### src/rtl/uart_receiver.sv
// UART receiver: 2-flop rx synchronizer, oversampled start/data/stop framing, framing-error detection.
// Optional even-parity bit between data and stop bits is enabled by defining UART_RX_PARITY_EN.
module uart_receiver #(
    parameter int OVERSAMPLE = 16,
    parameter int DATA_BITS  = 8
) (
    input  logic                 clk,
    input  logic                 rst,
    input  logic                 rx,
    input  logic                 sample_tick,
    output logic [DATA_BITS-1:0] data,
    output logic                 data_valid,
    output logic                 frame_error,
    output logic                 parity_error,
    output logic                 busy
);

    // state  | meaning
    // IDLE   | line idle, waiting for a tick with rx_s low
    // START  | counting to the start-bit centre; high there means a glitch
    // DATA   | sampling data bits at their centres, LSB first
    // PARITY | sampling the even-parity bit (UART_RX_PARITY_EN builds only)
    // STOP   | sampling the stop bit: deliver the byte or flag a framing error
    // BREAK  | line still low after a framing error, waiting for it to go high

    localparam int TW = (OVERSAMPLE > 1) ? $clog2(OVERSAMPLE) : 1;
    localparam int BW = (DATA_BITS > 1) ? $clog2(DATA_BITS) : 1;

    localparam logic [TW-1:0] TC_HALF = TW'(OVERSAMPLE / 2 - 1);
    localparam logic [TW-1:0] TC_FULL = TW'(OVERSAMPLE - 1);
    localparam logic [BW-1:0] TC_BITS = BW'(DATA_BITS - 1);

    typedef enum logic [2:0] {
        IDLE   = 3'd0,
        START  = 3'd1,
        DATA   = 3'd2,
`ifdef UART_RX_PARITY_EN
        PARITY = 3'd5,
`endif
        STOP   = 3'd3,
        BREAK  = 3'd4
    } state_t;

    state_t               state_q,       state_d;
    logic                 rx_meta_q,     rx_meta_d;
    logic                 rx_s_q,        rx_s_d;
    logic [TW-1:0]        tick_cnt_q,    tick_cnt_d;
    logic [BW-1:0]        bit_cnt_q,     bit_cnt_d;
    logic [DATA_BITS-1:0] shift_q,       shift_d;
    logic [DATA_BITS-1:0] data_q,        data_d;
    logic                 data_valid_q,  data_valid_d;
    logic                 frame_error_q, frame_error_d;
    logic                 busy_q,        busy_d;
`ifdef UART_RX_PARITY_EN
    logic                 par_bit_q,      par_bit_d;
    logic                 parity_error_q, parity_error_d;
`endif

    always_comb begin
        rx_meta_d     = rx;
        rx_s_d        = rx_meta_q;
        state_d       = state_q;
        tick_cnt_d    = tick_cnt_q;
        bit_cnt_d     = bit_cnt_q;
        shift_d       = shift_q;
        data_d        = data_q;
        data_valid_d  = 1'b0;
        frame_error_d = 1'b0;
        busy_d        = (state_q != IDLE);
`ifdef UART_RX_PARITY_EN
        par_bit_d      = par_bit_q;
        parity_error_d = 1'b0;
`endif

        if (sample_tick) begin
            case (state_q)
                IDLE: begin
                    if (!rx_s_q) begin
                        state_d    = START;
                        tick_cnt_d = '0;
                    end
                end

                START: begin
                    if (tick_cnt_q == TC_HALF) begin
                        tick_cnt_d = '0;
                        if (!rx_s_q) begin
                            state_d   = DATA;
                            bit_cnt_d = '0;
                        end else begin
                            state_d = IDLE;
                        end
                    end else begin
                        tick_cnt_d = tick_cnt_q + TW'(1);
                    end
                end

                // From here on every sample lands one full bit after the previous centre.
                DATA: begin
                    if (tick_cnt_q == TC_FULL) begin
                        tick_cnt_d = '0;
                        shift_d    = {rx_s_q, shift_q[DATA_BITS-1:1]};
                        if (bit_cnt_q == TC_BITS) begin
                            bit_cnt_d = '0;
`ifdef UART_RX_PARITY_EN
                            state_d   = PARITY;
`else
                            state_d   = STOP;
`endif
                        end else begin
                            bit_cnt_d = bit_cnt_q + BW'(1);
                        end
                    end else begin
                        tick_cnt_d = tick_cnt_q + TW'(1);
                    end
                end

`ifdef UART_RX_PARITY_EN
                PARITY: begin
                    if (tick_cnt_q == TC_FULL) begin
                        tick_cnt_d = '0;
                        par_bit_d  = rx_s_q;
                        state_d    = STOP;
                    end else begin
                        tick_cnt_d = tick_cnt_q + TW'(1);
                    end
                end
`endif

                STOP: begin
                    if (tick_cnt_q == TC_FULL) begin
                        tick_cnt_d = '0;
                        if (rx_s_q) begin
                            data_d       = shift_q;
                            data_valid_d = 1'b1;
`ifdef UART_RX_PARITY_EN
                            parity_error_d = (^shift_q) ^ par_bit_q;
`endif
                            state_d      = IDLE;
                        end else begin
                            frame_error_d = 1'b1;
                            state_d       = BREAK;
                        end
                    end else begin
                        tick_cnt_d = tick_cnt_q + TW'(1);
                    end
                end

                BREAK: begin
                    if (rx_s_q) begin
                        state_d    = IDLE;
                        tick_cnt_d = '0;
                    end
                end

                default: begin
                    state_d    = IDLE;
                    tick_cnt_d = '0;
                    bit_cnt_d  = '0;
                end
            endcase
        end
    end

    always_ff @(posedge clk) begin
        if (rst) begin
            state_q       <= IDLE;
            rx_meta_q     <= 1'b1;
            rx_s_q        <= 1'b1;
            tick_cnt_q    <= '0;
            bit_cnt_q     <= '0;
            shift_q       <= '0;
            data_q        <= '0;
            data_valid_q  <= 1'b0;
            frame_error_q <= 1'b0;
            busy_q        <= 1'b0;
`ifdef UART_RX_PARITY_EN
            par_bit_q      <= 1'b0;
            parity_error_q <= 1'b0;
`endif
        end else begin
            state_q       <= state_d;
            rx_meta_q     <= rx_meta_d;
            rx_s_q        <= rx_s_d;
            tick_cnt_q    <= tick_cnt_d;
            bit_cnt_q     <= bit_cnt_d;
            shift_q       <= shift_d;
            data_q        <= data_d;
            data_valid_q  <= data_valid_d;
            frame_error_q <= frame_error_d;
            busy_q        <= busy_d;
`ifdef UART_RX_PARITY_EN
            par_bit_q      <= par_bit_d;
            parity_error_q <= parity_error_d;
`endif
        end
    end

    assign data        = data_q;
    assign data_valid  = data_valid_q;
    assign frame_error = frame_error_q;
    assign busy        = busy_q;
`ifdef UART_RX_PARITY_EN
    assign parity_error = parity_error_q;
`else
    assign parity_error = 1'b0;
`endif

endmodule

### config.mk
export PLATFORM = sky130hd
export DESIGN_NAME = uart_receiver
export DESIGN_NICKNAME = d
export VERILOG_FILES = /design/src/rtl/uart_receiver.sv
export SDC_FILE = /design/constraint.sdc
export NUM_CORES = 1
export LEC_CHECK = 0
export ABC_CLOCK_PERIOD_IN_PS = 2029
export CORE_UTILIZATION = 54
export DETAILED_ROUTE_END_ITERATION = 12
export PLACE_DENSITY = 0.85
export RECOVER_POWER = 100
export REMOVE_ABC_BUFFERS = 1
export SYNTH_ARGS = -nofsm -noshare
export SYNTH_HDL_FRONTEND = slang
export SYNTH_SLANG_ARGS = --single-unit
### constraint.sdc
create_clock -name clk -period 2.03 [get_ports clk]
set_input_delay 0.609 -clock clk [delete_from_list [all_inputs] [get_ports clk]]
set_output_delay 0.609 -clock clk [all_outputs]
set_load 0.05 [all_outputs]
==> impl_results.md <==
* Final Cell Area at approximately 0.0016 mm2
* Cell area after synthesis at between 0.001 and 0.0015 mm2
* Clk pin slew, worst setup/hold paths at roughly 0.09 ns
* Fill cell count at 180
* Sequential-to-total area share from yosys stat at between 40% and 50%
* P per Cell Area at about 690 mW/mm2
* Achievable frequency at between 500 and 600 MHz
* Final antenna-violating net count at 0
* LEAKAGE at around 0.56 nW
* Hold crit path type: flop to flop
* GRT met1 Usage at 27.0%
* Rows at 17
* Worst r2r src: state_q[1]
* Root Buffer: clkbuf_4
* Worst-Margin Slew at approximately 0.61 ns
* Worst hold slack at roughly 0.43 ns
* First-pass GRT wire length at 4350 um
* Avg Cell Area, Syn at just under 10 um2
* Routing usage on met3 at 8.19%
* Peak VDD IR at 0.550 mV
* Hold path start: rx_meta_q
* Die Area at 0.00269 mm2
* Post-CTS sizing at 0
* Ant. Diodes at 0
* Outcome: finished, final reports clean
* Placed Area at about 0.0015 mm2
* Chip Width at 51.9 um
* Startpoint types: input pin
* # setup viols final at 0
* Synth cell types at 33
* Vias in the first global route at ~980
* Port-buffer cells at 14
* Gr ovfl total at 0
* Clock Skew at between 0.01 and 0.015 ns
* Die Y-Extent at slightly above 50 um
* Total number of vias at 1039
* Critical Path Start: rst
* Post-synthesis cell count at 140
* Maxcap violations at 0
* Post-route setup slack at approximately 0.20 ns
* RSZ-0062 raised after global routing: false
* Total global-route track usage at between 20% and 30%
* Post-synth EDFFs at 0
* Pre-CTS setup slack at -0.149 ns
* Post-synth ARST share at 0%
* DRT Pass-1 Iters at 5
* Shortest period the worst path allows at around 1.8 ns
* Iteration-0 DRC Markers at 24
* Final hold vios at 0
* H-tree Lvls at 2
* Largest net degree at the start of global routing at 22
* DRT Wirelength at ~2500 um
* #FFs+latches synth at 31
* CTS Buf Count at 5
* Core area at ~0.0023 mm2
* I/O pin count at 16
* Initial antenna violation count at 0
* CP Class: input pin to flop
* Final Slew Violations at 0
* Fin crit share at 90.2%
* Commonest register cell after synthesis: dfxtp_1
* CTS sink cnt at 31
* Critical path fanouts, max at 21
* CTS tree: done
* TNS Setup at 0 ns
* Initial core utilization at 59.1%
* Yosys synthesis warning count at 0
* Busiest grt layer: met2
* Gpl congestion at between 0.8 and 0.9
* CTS Hold Bufs at 0
* Slew Limit Headroom at about three fifths
* CP required at between 2 and 2.5 ns
* Clk_lat worst skew at around 0.34 ns
* CTS Buffer Depth at 2
* Residual DRC count at 0
* Met2 usage at a little over a third
* Crit path arrival time at approximately 2.1 ns
* Postcts setup bufs at 0
* Fraction of layout cells with a size suffix above 1 at a little over an eighth
* Detail Placement HPWL at 1730 um
* Area Growth Syn to Fin at 15.6%
* Total power at ~1.1 mW
* Final nets at ~170
* Critical path endpoint category: flop
* Vias/cell at roughly 5.4
* Per-cell routed wire length at roughly 13 um
## critical path, stage by stage
cell,delay (ns)
clkdlybuf4s50_1,0.50
clkbuf_1,0.37
clkbuf_2,0.44
or2_2,0.18
## stage by stage
stage                     utilization [%]  cells
after floorplan                         -    133
after global placement               67.8    183
after detailed placement             67.8    183
after CTS                            71.0    191
after global routing                 68.3    191
final                                68.3    191
## area by class of cell
type	instances	area [um2]	area share (%)
clock inverters	1	7.51	0.483
repair buffers	22	150	9.65
multi-input cells	101	673	43.3
clock buffers	7	65.1	4.18
flip-flops and latches	31	621	39.9
well taps	28	35.0	2.25
inverters	1	3.75	0.241
## Yosys cell counts (2+ instances only)
master	n	area share [%]
a21oi_1	5	1.9
buf_2	3	1.1
clkbuf_1	3	0.84
dfxtp_1	31	46
ha_1	3	2.8
mux2i_1	21	16
nand2_1	8	2.2
nand2b_1	6	2.8
nor2_1	24	6.7
nor3_1	3	1.1
o21ai_0	3	1.1
o21bai_1	2	1.1
o31ai_1	2	1.1
or2_2	3	1.4
or3b_1	2	1.3
or4_1	4	2.2
## path summary, 6_finish.rpt
kind	to	cells past startpoint	slack, ns
setup reg to reg	shift_q[1]	5	0.25
hold reg to reg	rx_s_q	1	0.43
hold / removal	rx_s_q	1	0.43
setup / recovery	rx_s_q	4	0.20
## cells by family (layout without fill, tap and decap cells)
group	Yosys count	in the layout	share of synthesized area, %
other cells	1	1	0.279
buf+inv	8	31	2.79
fa+ha+maj	3	3	2.79
compound gates	15	15	7.16
mux	22	22	16.5
flops	31	31	46.1
xor+xnor	2	2	1.30
simple gates	58	58	23.1
## cells in the final DEF, fill, tap and decap left out, types with 2 or more instances in the layout
| master | instances |
|---|---|
| or3b_1 | 2 |
| dfxtp_1 | 31 |
| or2_2 | 3 |
| a21oi_1 | 5 |
| clkbuf_1 | 12 |
| buf_12 | 2 |
| nor2_1 | 25 |
| o21ai_0 | 3 |
| nor3_1 | 3 |
| mux2i_1 | 21 |
| ha_1 | 3 |
| clkdlybuf4s50_1 | 3 |
| clkbuf_4 | 5 |
| o21bai_1 | 2 |
| nand2_1 | 8 |
| or4_1 | 4 |
| o31ai_1 | 2 |
| clkbuf_8 | 2 |
| nand2b_1 | 6 |
| buf_4 | 4 |
## registers in the layout (all words and copies together) (netlist names)
signal / count
busy: 1
shift_q: 8
bit_cnt_q: 3
state_q: 3
data_valid: 1
frame_error: 1
rx_s_q: 1
data: 8
rx_meta_q: 1
tick_cnt_q: 4
## metal layers
metal	share of wire [%]	vias up	wire [um]
met1	47	479	1170
met3	5.0	2	124
met4	1.1	0	26
met5	0	-	0
li1	-	530	-
met2	46	28	1150
## where the power goes
group	internal, mW	switching (mW)
clock network	0.202	0.212
logic	0.0176	0.0243
registers	0.611	0.00371
total	0.830	0.240
(Power assumes the default switching activity.)
